--- src/rtl/unpack_operand_arbiter_if.sv ---
// unpack_operand_arbiter_if: request, flush and unpacker-side signals of the shared operand unpacker
// master: both requesters plus the downstream consumer (drives Req*, OutReady, Flush)
// slave:  the arbiter (drives Req*Ready and the registered unpacker operand set)
interface unpack_operand_arbiter_if #(
  parameter int FLEN    = 64,
  parameter int FMTBITS = 2
);
  logic               Flush;
  logic               Req0Valid, Req0Ready, Req0Lock;
  logic [FLEN-1:0]    Req0X, Req0Y, Req0Z;
  logic [FMTBITS-1:0] Req0Fmt;
  logic [2:0]         Req0En;
  logic               Req1Valid, Req1Ready, Req1Lock;
  logic [FLEN-1:0]    Req1X, Req1Y, Req1Z;
  logic [FMTBITS-1:0] Req1Fmt;
  logic [2:0]         Req1En;
  logic               OutValid, OutReady, FPUActive, OutSrc;
  logic [FLEN-1:0]    X, Y, Z;
  logic [FMTBITS-1:0] Fmt;
  logic               XEn, YEn, ZEn;
  modport master (
    output Flush,
    output Req0Valid, Req0Lock, Req0X, Req0Y, Req0Z, Req0Fmt, Req0En,
    output Req1Valid, Req1Lock, Req1X, Req1Y, Req1Z, Req1Fmt, Req1En,
    output OutReady,
    input  Req0Ready, Req1Ready,
    input  OutValid, FPUActive, OutSrc, X, Y, Z, Fmt, XEn, YEn, ZEn
  );
  modport slave (
    input  Flush,
    input  Req0Valid, Req0Lock, Req0X, Req0Y, Req0Z, Req0Fmt, Req0En,
    input  Req1Valid, Req1Lock, Req1X, Req1Y, Req1Z, Req1Fmt, Req1En,
    input  OutReady,
    output Req0Ready, Req1Ready,
    output OutValid, FPUActive, OutSrc, X, Y, Z, Fmt, XEn, YEn, ZEn
  );
endinterface

--- src/rtl/unpack_operand_arbiter.sv ---
// unpack_operand_arbiter: round-robin, lockable 2:1 arbiter feeding one registered X/Y/Z operand set to a shared unpacker
// clk, reset_n (async, active-low); bus.slave carries both requester ports, Flush, OutReady and the unpacker-side outputs
module unpack_operand_arbiter #(
  parameter int FLEN    = 64,
  parameter int FMTBITS = 2
) (
  input logic                    clk,
  input logic                    reset_n,
  unpack_operand_arbiter_if.slave bus
);
  typedef enum logic [1:0] {IDLE, BUSY, LOCK0, LOCK1} state_t;
  state_t             state_q, state_d;
  logic               rr_q, rr_d, out_valid_q, out_valid_d, src_q, src_d;
  logic [FLEN-1:0]    x_q, x_d, y_q, y_d, z_q, z_d;
  logic [FMTBITS-1:0] fmt_q, fmt_d;
  logic [2:0]         en_q, en_d;
  logic               accept, g0, g1, xfer, sel1, lock;
  always_ff @(posedge clk or negedge reset_n)
    if (!reset_n) begin
      state_q     <= IDLE;
      rr_q        <= 1'b0;
      out_valid_q <= 1'b0;
      src_q       <= 1'b0;
      x_q         <= '0;
      y_q         <= '0;
      z_q         <= '0;
      fmt_q       <= '0;
      en_q        <= '0;
    end else begin
      state_q     <= state_d;
      rr_q        <= rr_d;
      out_valid_q <= out_valid_d;
      src_q       <= src_d;
      x_q         <= x_d;
      y_q         <= y_d;
      z_q         <= z_d;
      fmt_q       <= fmt_d;
      en_q        <= en_d;
    end
  // a lock owner excludes the other port even while the owner is idle
  always_comb begin
    accept        = (!out_valid_q || bus.OutReady) && !bus.Flush;
    g0            = state_q == LOCK0 ? bus.Req0Valid : state_q == LOCK1 ? 1'b0 : bus.Req0Valid && (!bus.Req1Valid || !rr_q);
    g1            = state_q == LOCK1 ? bus.Req1Valid : state_q == LOCK0 ? 1'b0 : bus.Req1Valid && (!bus.Req0Valid || rr_q);
    bus.Req0Ready = accept && g0;
    bus.Req1Ready = accept && g1;
  end
  always_comb begin
    sel1        = bus.Req1Ready;
    xfer        = bus.Req0Ready || bus.Req1Ready;
    lock        = sel1 ? bus.Req1Lock : bus.Req0Lock;
    out_valid_d = bus.Flush ? 1'b0 : accept ? xfer : out_valid_q;
    src_d       = xfer ? sel1 : src_q;
    rr_d        = xfer ? !sel1 : rr_q;
    x_d         = xfer ? (sel1 ? bus.Req1X : bus.Req0X) : x_q;
    y_d         = xfer ? (sel1 ? bus.Req1Y : bus.Req0Y) : y_q;
    z_d         = xfer ? (sel1 ? bus.Req1Z : bus.Req0Z) : z_q;
    fmt_d       = xfer ? (sel1 ? bus.Req1Fmt : bus.Req0Fmt) : fmt_q;
    en_d        = xfer ? (sel1 ? bus.Req1En : bus.Req0En) : en_q;
    state_d     = bus.Flush ? IDLE :
                  xfer ? (lock ? (sel1 ? LOCK1 : LOCK0) : BUSY) :
                  (state_q == BUSY && !out_valid_d) ? IDLE : state_q;
  end
  // held data survives a drain; only the enables are masked while invalid
  assign bus.OutValid  = out_valid_q;
  assign bus.FPUActive = out_valid_q;
  assign bus.OutSrc    = src_q;
  assign bus.X         = x_q;
  assign bus.Y         = y_q;
  assign bus.Z         = z_q;
  assign bus.Fmt       = fmt_q;
  assign {bus.XEn, bus.YEn, bus.ZEn} = en_q & {3{out_valid_q}};
endmodule
--- src/flat_wrapper.sv ---
// flat-port wrapper written by rule: the top's interface ports become plain ports
module unpack_operand_arbiter_flat 
#(
  parameter int FLEN    = 64,
  parameter int FMTBITS = 2
)
  (clk, reset_n, bus_Flush, bus_Req0Valid, bus_Req0Lock, bus_Req0X, bus_Req0Y, bus_Req0Z, bus_Req0Fmt, bus_Req0En, bus_Req1Valid, bus_Req1Lock, bus_Req1X, bus_Req1Y, bus_Req1Z, bus_Req1Fmt, bus_Req1En, bus_OutReady, bus_Req0Ready, bus_Req1Ready, bus_OutValid, bus_FPUActive, bus_OutSrc, bus_X, bus_Y, bus_Z, bus_Fmt, bus_XEn, bus_YEn, bus_ZEn);
  unpack_operand_arbiter_if #(.FLEN(FLEN), .FMTBITS(FMTBITS)) bus_i ();
  input logic clk;
  input logic reset_n;
  input wire logic [$bits(bus_i.Flush)-1:0] bus_Flush;
  input wire logic [$bits(bus_i.Req0Valid)-1:0] bus_Req0Valid;
  input wire logic [$bits(bus_i.Req0Lock)-1:0] bus_Req0Lock;
  input wire logic [$bits(bus_i.Req0X)-1:0] bus_Req0X;
  input wire logic [$bits(bus_i.Req0Y)-1:0] bus_Req0Y;
  input wire logic [$bits(bus_i.Req0Z)-1:0] bus_Req0Z;
  input wire logic [$bits(bus_i.Req0Fmt)-1:0] bus_Req0Fmt;
  input wire logic [$bits(bus_i.Req0En)-1:0] bus_Req0En;
  input wire logic [$bits(bus_i.Req1Valid)-1:0] bus_Req1Valid;
  input wire logic [$bits(bus_i.Req1Lock)-1:0] bus_Req1Lock;
  input wire logic [$bits(bus_i.Req1X)-1:0] bus_Req1X;
  input wire logic [$bits(bus_i.Req1Y)-1:0] bus_Req1Y;
  input wire logic [$bits(bus_i.Req1Z)-1:0] bus_Req1Z;
  input wire logic [$bits(bus_i.Req1Fmt)-1:0] bus_Req1Fmt;
  input wire logic [$bits(bus_i.Req1En)-1:0] bus_Req1En;
  input wire logic [$bits(bus_i.OutReady)-1:0] bus_OutReady;
  output wire logic [$bits(bus_i.Req0Ready)-1:0] bus_Req0Ready;
  output wire logic [$bits(bus_i.Req1Ready)-1:0] bus_Req1Ready;
  output wire logic [$bits(bus_i.OutValid)-1:0] bus_OutValid;
  output wire logic [$bits(bus_i.FPUActive)-1:0] bus_FPUActive;
  output wire logic [$bits(bus_i.OutSrc)-1:0] bus_OutSrc;
  output wire logic [$bits(bus_i.X)-1:0] bus_X;
  output wire logic [$bits(bus_i.Y)-1:0] bus_Y;
  output wire logic [$bits(bus_i.Z)-1:0] bus_Z;
  output wire logic [$bits(bus_i.Fmt)-1:0] bus_Fmt;
  output wire logic [$bits(bus_i.XEn)-1:0] bus_XEn;
  output wire logic [$bits(bus_i.YEn)-1:0] bus_YEn;
  output wire logic [$bits(bus_i.ZEn)-1:0] bus_ZEn;
  assign bus_i.Flush = bus_Flush;
  assign bus_i.Req0Valid = bus_Req0Valid;
  assign bus_i.Req0Lock = bus_Req0Lock;
  assign bus_i.Req0X = bus_Req0X;
  assign bus_i.Req0Y = bus_Req0Y;
  assign bus_i.Req0Z = bus_Req0Z;
  assign bus_i.Req0Fmt = bus_Req0Fmt;
  assign bus_i.Req0En = bus_Req0En;
  assign bus_i.Req1Valid = bus_Req1Valid;
  assign bus_i.Req1Lock = bus_Req1Lock;
  assign bus_i.Req1X = bus_Req1X;
  assign bus_i.Req1Y = bus_Req1Y;
  assign bus_i.Req1Z = bus_Req1Z;
  assign bus_i.Req1Fmt = bus_Req1Fmt;
  assign bus_i.Req1En = bus_Req1En;
  assign bus_i.OutReady = bus_OutReady;
  assign bus_Req0Ready = bus_i.Req0Ready;
  assign bus_Req1Ready = bus_i.Req1Ready;
  assign bus_OutValid = bus_i.OutValid;
  assign bus_FPUActive = bus_i.FPUActive;
  assign bus_OutSrc = bus_i.OutSrc;
  assign bus_X = bus_i.X;
  assign bus_Y = bus_i.Y;
  assign bus_Z = bus_i.Z;
  assign bus_Fmt = bus_i.Fmt;
  assign bus_XEn = bus_i.XEn;
  assign bus_YEn = bus_i.YEn;
  assign bus_ZEn = bus_i.ZEn;
  unpack_operand_arbiter #(.FLEN(FLEN), .FMTBITS(FMTBITS)) u_core (.clk(clk), .reset_n(reset_n), .bus(bus_i));
endmodule
--- config.mk ---
export PLATFORM = sky130hd
export DESIGN_NAME = unpack_operand_arbiter_flat
export DESIGN_NICKNAME = d
export VERILOG_FILES = /design/src/rtl/unpack_operand_arbiter_if.sv /design/src/rtl/unpack_operand_arbiter.sv /design/src/flat_wrapper.sv
export SDC_FILE = /design/constraint.sdc
export NUM_CORES = 1
export LEC_CHECK = 0
export CORE_AREA = 2 2 235 237
export DETAILED_ROUTE_END_ITERATION = 10
export DIE_AREA = 0 0 237 239
export GPL_TIMING_DRIVEN = 0
export PLACE_DENSITY = 0.45
export SLEW_MARGIN = 20
export SYNTH_ARGS = -nofsm -noshare
export SYNTH_HDL_FRONTEND = slang
export SYNTH_SLANG_ARGS = --single-unit
--- constraint.sdc ---
create_clock -name clk -period 5.1 [get_ports clk]
set_clock_uncertainty 0.2 [all_clocks]
set_input_delay 0.51 -clock clk [delete_from_list [all_inputs] [get_ports clk]]
set_output_delay 0.51 -clock clk [all_outputs]
set_load 0.01 [all_outputs]
==> results.sh, run 1 <==
export IMPL_crit_top_cell="clkbuf_1"
export IMPL_post_cts_setup_buffer_count=0
export IMPL_fin_area_um2=17000
export IMPL_power_leakage_nw=7.01
export IMPL_portBuffers=603
export IMPL_area_growth_syn_to_layout_pct=86.3
export IMPL_slowest_stage="clkdlybuf4s50_1"
export IMPL_min_path_type="in -> async"
export IMPL_insertion_delay_ns=0.55
export IMPL_finalCritPeriodShare_pct=86.8
export IMPL_max_freq_mhz=226
export IMPL_hpwl_um=33200
export IMPL_finalNonFillerCells=2046
export IMPL_peakVddDrop_mv=0.198
export IMPL_crit_buf_inv=4
export IMPL_cts_sinks=202
export IMPL_fp_dieH_um=239
export IMPL_ys_types=28
export IMPL_path_class="reg -> out"
export IMPL_min_period_ns=4.43
export IMPL_avgSynthCellArea_um2=13.3
export IMPL_r2r_slack_ns=1.76
export IMPL_num_vias=8477
export IMPL_path_cells="nor2b_1 > inv_1 > o2111a_1 > clkbuf_1 > clkbuf_1 > clkdlybuf4s50_1"
export IMPL_yosysMostFrequentCell="dfrtp_1"
export IMPL_slew_headroom_pct=40.7
export IMPL_ys_dominant_reg_cell="dfrtp_1"
export IMPL_placedCellCount=1996
export IMPL_routabilityCongestion=0.834
export IMPL_synthArstFlopShare_pct=100
export IMPL_drive_above_1_share_pct=10.3
export IMPL_grt_pass1_wl_um=62700
export IMPL_antenna_found_initial=0
export IMPL_cts_tree="yes"
export IMPL_crit_arrival_ns=3.72
export IMPL_synth_top_area_share_pct=55.4
export IMPL_cpLargestDelayFamily="buffers and inverters"
export IMPL_rsz0062_at_grt="no"
export IMPL_synth_area_top_cells="dfrtp_1, a221o_1, and2_1"
export IMPL_status="completed"
export IMPL_ant_nets=0
export IMPL_drcViolationCount=0
export IMPL_synth_area_um2=9120
export IMPL_ios=604
export IMPL_cp_slowest_stage_delay_ns=0.74
export IMPL_power_mw=6.90
export IMPL_synth_top_cell_by_area="dfrtp_1"
export IMPL_final_nets=1724
export IMPL_grt_max_degree=85
export IMPL_track_usage_pct=14.7
export IMPL_finalSetupViolations=0
export IMPL_power_density_nw_per_um2=406
export IMPL_start_util_pct=16.8
export IMPL_globalRouteOverflowTotal=0
export IMPL_synthesis_nets=1089
export IMPL_tightest_slew_ns=0.889
export IMPL_core_area_um2=54300
export IMPL_maxCapViolations=0
export IMPL_synth_commonest_cells="dfrtp_1, and2_1, a221o_1, clkbuf_1"
export IMPL_postPlaceCellArea_um2=16100
export IMPL_crit_path_max_fanout=10
export IMPL_syn_inst=687
export IMPL_hold_viol_final=0
export IMPL_worstSetupStartpointType="flop"
export IMPL_num_rows=86
export IMPL_ys_ff_latch=202
export IMPL_dr_pass1_iters=4
export IMPL_die_w_um=237
export IMPL_slew_violations=0
export IMPL_cts_htree_levels=1
export IMPL_cp_end_kind="output port"
export IMPL_wl_per_cell_um=21.2
export IMPL_synth_edf_count=0
export IMPL_drt_initial_drc_count=398
export IMPL_dieArea_um2=56600
export IMPL_clockBufferDepth=3
export IMPL_cts_resized=0
export IMPL_grt_pass1_vias=9084
export IMPL_crit_required_ns=4.39
export IMPL_wirelength_um=43400
export IMPL_numCtsBuffers=27
export IMPL_clkTransAtPathRegs_ns=0.06
export IMPL_ys_seq_area_share_pct=55.4
export IMPL_cts_root_buffer="clkbuf_16"
export IMPL_vias_per_cell=4.14
export IMPL_yosys_warnings=0
[cell usage in the layout, fill, tap and decap left out, types with 6 or more instances in the layout]
cell,instances
mux2_2,38
clkbuf_8,10
clkbuf_1,53
clkbuf_16,27
buf_2,6
mux2_4,38
and2_1,163
dfrtp_1,202
clkdlybuf4s50_1,602
a221o_1,159
[timing repair]
action / in CTS / in global routing
hold endpoints to repair: 44 / 0
setup endpoints to repair: 0 / 0
hold buffers: 1 / 0
[sequential cells by signal, summed over array words and instances, names as in the netlist]
signal,cells
u_core.bus.Z,64
u_core.rr_q,1
u_core.bus.FPUActive,1
u_core.bus.OutSrc,1
u_core.en_q,3
u_core.bus.X,64
u_core.bus.Y,64
u_core.state_q,2
u_core.bus.Fmt,2
[cells by family (layout without fill, tap and decap cells)]
kind of cell | count (synthesis) | count (layout) | share of synthesized area (%)
DFF | 202 | 202 | 55.4
and+or+nand+nor | 170 | 170 | 11.7
AOI/OAI and AO/OA | 169 | 169 | 18.3
muxes | 77 | 77 | 11.1
buffers and inverters | 69 | 723 | 3.47
other | 0 | 1 | 0
[report_power, final]
part / leakage, nW / internal, mW / switching, mW
clock network: 0.436 / 1.16 / 0.755
logic: 4.10 / 1.64 / 0.966
registers: 2.47 / 2.08 / 0.290
total: 7.01 / 4.89 / 2.01
[final cells by class]
| type | count | area, um2 |
|---|---|---|
| fill | 5523 | 37300 |
| timing repair buffer | 606 | 6110 |
| sequential | 202 | 5050 |
| multi-input combinational | 416 | 3750 |
| tap | 704 | 881 |
| clock buffer | 45 | 843 |
| buffer | 63 | 294 |
| clock inverter | 3 | 40.0 |
| inverter | 6 | 22.5 |
| antenna | 1 | 2.50 |
[per-layer routing]
layer,routed length (um),track usage (%)
met2,22000,25.9
met4,825,3.59
met3,3060,3.81
met1,17500,17.8
met5,0,0
[final timing paths]
kind	to	cells after the start	start
worst max-delay path	bus_Req1Ready	6	u_core.bus.FPUActive
worst min-delay path	u_core.bus.Y[42]	2	reset_n
worst max register to register	u_core.bus.Y[49]	6	u_core.bus.FPUActive
worst min register to register	u_core.bus.OutSrc	1	u_core.bus.OutSrc
max in group asynchronous	u_core.bus.X[31]	3	reset_n
min in group clk	u_core.bus.OutSrc	1	u_core.bus.OutSrc
[through the flow]
step                      setup WS, ns  hold WS (ns)  TNS [ns]  utilization, %
after global placement           -6.66         0.266  -1338.66            29.5
after global routing             0.421         0.276         0            31.3
after floorplan                   2.72        0.0144         0               -
after CTS                        0.534         0.249         0            31.3
after detailed placement         0.791         0.256         0            29.6
final                            0.672         0.268         0            31.3
Power figures use the tool's default switching activity.
==> inputs of run 2 (changes only) <==
MAX_ROUTING_LAYER = met4   (was unset)
==> results.sh, run 2 (synthesis results as in run 1) <==
export IMPL_status="completed"
export IMPL_cpLargestDelayFamily="buffers and inverters"
export IMPL_dieArea_um2=56600
export IMPL_slew_violations=0
export IMPL_start_util_pct=16.8
export IMPL_r2r_slack_ns=1.83
export IMPL_path_depth=6
export IMPL_fillCellCount=5523
export IMPL_cts_root_buffer="clkbuf_16"
export IMPL_wl_per_cell_um=21.2
export IMPL_numCtsBuffers=27
export IMPL_die_w_um=237
export IMPL_final_common_cell="clkdlybuf4s50_1"
export IMPL_cp_end_kind="output port"
export IMPL_crit_buf_inv=4
export IMPL_switching_power_mw=2.00
export IMPL_p_comb_share_pct=37.8
export IMPL_crit_top_cell="clkbuf_1"
export IMPL_peakVddDrop_mv=0.198
export IMPL_ant_nets=0
export IMPL_drive_above_1_share_pct=10.3
export IMPL_timing_rr_start="u_core.bus.FPUActive"
export IMPL_path_class="reg -> out"
export IMPL_worstSetupStartpointType="flop"
export IMPL_power_density_nw_per_um2=405
export IMPL_slew_headroom_pct=41.7
export IMPL_insertion_delay_ns=0.54
export IMPL_routabilityCongestion=0.847
export IMPL_core_area_um2=54300
export IMPL_cts_htree_levels=1
export IMPL_maxCapViolations=0
export IMPL_finalSetupViolations=0
export IMPL_rsz0062_at_grt="no"
export IMPL_hold_buffers=1
export IMPL_finalCritPeriodShare_pct=85.7
export IMPL_hold_viol_final=0
export IMPL_crit_required_ns=4.39
export IMPL_crit_path_max_fanout=10
export IMPL_drt_initial_drc_count=415
export IMPL_dr_pass1_iters=4
export IMPL_power_leakage_nw=7.01
export IMPL_placedCellCount=1996
export IMPL_crit_arrival_ns=3.66
export IMPL_area_growth_syn_to_layout_pct=86.3
export IMPL_wirelength_um=43300
export IMPL_antenna_found_initial=0
export IMPL_grt_pass1_vias=9108
export IMPL_track_usage_pct=15.2
export IMPL_num_vias=8417
export IMPL_slowest_stage="clkdlybuf4s50_1"
export IMPL_clockBufferDepth=3
export IMPL_drcViolationCount=0
export IMPL_postPlaceCellArea_um2=16100
export IMPL_reg2reg_depth=6
export IMPL_clkTransAtPathRegs_ns=0.06
export IMPL_num_rows=86
export IMPL_min_path_type="in -> async"
export IMPL_path_cells="nor2b_1 > inv_1 > o2111a_1 > clkbuf_1 > clkbuf_1 > clkdlybuf4s50_1"
export IMPL_max_freq_mhz=229
export IMPL_layout_common_cells="clkdlybuf4s50_1, dfrtp_1, and2_1"
export IMPL_p_int_mw=4.89
export IMPL_post_cts_setup_buffer_count=0
export IMPL_final_nets=1724
export IMPL_globalRouteOverflowTotal=0
export IMPL_cp_startpoint="u_core.bus.FPUActive"
export IMPL_reg2reg_to="u_core.bus.Y[49]"
export IMPL_vias_per_cell=4.11
export IMPL_grt_pass1_wl_um=62600
export IMPL_cts_tree="yes"
export IMPL_ios=604
export IMPL_fin_area_um2=17000
export IMPL_hpwl_um=33200
export IMPL_clkPwrFrac_pct=27.7
export IMPL_tightest_slew_ns=0.874
export IMPL_endpoint="bus_Req1Ready"
export IMPL_fp_dieH_um=239
export IMPL_portBuffers=603
export IMPL_grt_max_degree=85
export IMPL_p_seq_share_pct=34.5
export IMPL_min_period_ns=4.37
export IMPL_cp_slowest_stage_delay_ns=0.73
export IMPL_cts_sinks=202
export IMPL_p_sw_share_pct=29.0
export IMPL_cts_resized=0
export IMPL_finalNonFillerCells=2046
run 2: how the worst min path moves through the flow:
stage,startpoint,end,depth (start not counted)
2_1_floorplan,reset_n,u_core.bus.FPUActive,0
3_3_place_gp,u_core.bus.OutSrc,u_core.bus.OutSrc,1
3_5_place_dp,reset_n,u_core.bus.Y[42],1
4_1_cts,reset_n,u_core.bus.Y[42],2
5_1_grt,reset_n,u_core.bus.Y[49],2
6_report,reset_n,u_core.bus.Y[42],2
run 2: power by group through the flow:
stage / clock, mW / combinational [mW] / sequential [mW]
after floorplan: 0 / 0.799 / 2.58
after global placement: 0 / 2.63 / 2.39
after CTS: 1.99 / 2.65 / 2.37
after global routing: 2.06 / 2.77 / 2.43
final: 1.91 / 2.61 / 2.37
after detailed placement: 0 / 2.64 / 2.38
run 2: final cells by class:
| type | instances | area [um2] | area share [%] |
|---|---|---|---|
| buffer | 63 | 294 | 1.73 |
| antenna | 1 | 2.50 | 0.0147 |
| sequential | 202 | 5050 | 29.8 |
| inverter | 6 | 22.5 | 0.133 |
| tap | 704 | 881 | 5.18 |
| multi-input combinational | 416 | 3750 | 22.0 |
| timing repair buffer | 606 | 6110 | 35.9 |
| clock inverter | 3 | 40.0 | 0.236 |
| clock buffer | 45 | 843 | 4.96 |
run 2: metal layers:
layer	vias to the layer above	wire length, um	global-route usage, %
met2	325	22100	25.9
met1	4159	17600	18.2
li1	3887	-	-
met4	0	820	3.59
met3	46	2800	3.35
met5	-	0	-
run 2: stage by stage:
stage          utilization (%)  hold WS (ns)  worst slack, ns  setup TNS (ns)  power (mW)
2_1_floorplan                -        0.0144             2.72               0        3.38
3_3_place_gp              29.5         0.266            -6.66        -1338.66        5.02
3_5_place_dp              29.6         0.256            0.791               0        5.02
4_1_cts                   31.3         0.249            0.534               0        7.02
5_1_grt                   31.3         0.279            0.421               0        7.26
6_report                  31.3         0.271            0.727               0        6.89
run 2: worst reg2reg max path, cell delays in order, from the launching register on:
cell and delay, ns:
dfrtp_1 0.49, nor2b_1 0.37, or3_1 0.22, clkbuf_1 0.43, clkbuf_1 0.72, clkbuf_1 0.53, a221o_1 0.25
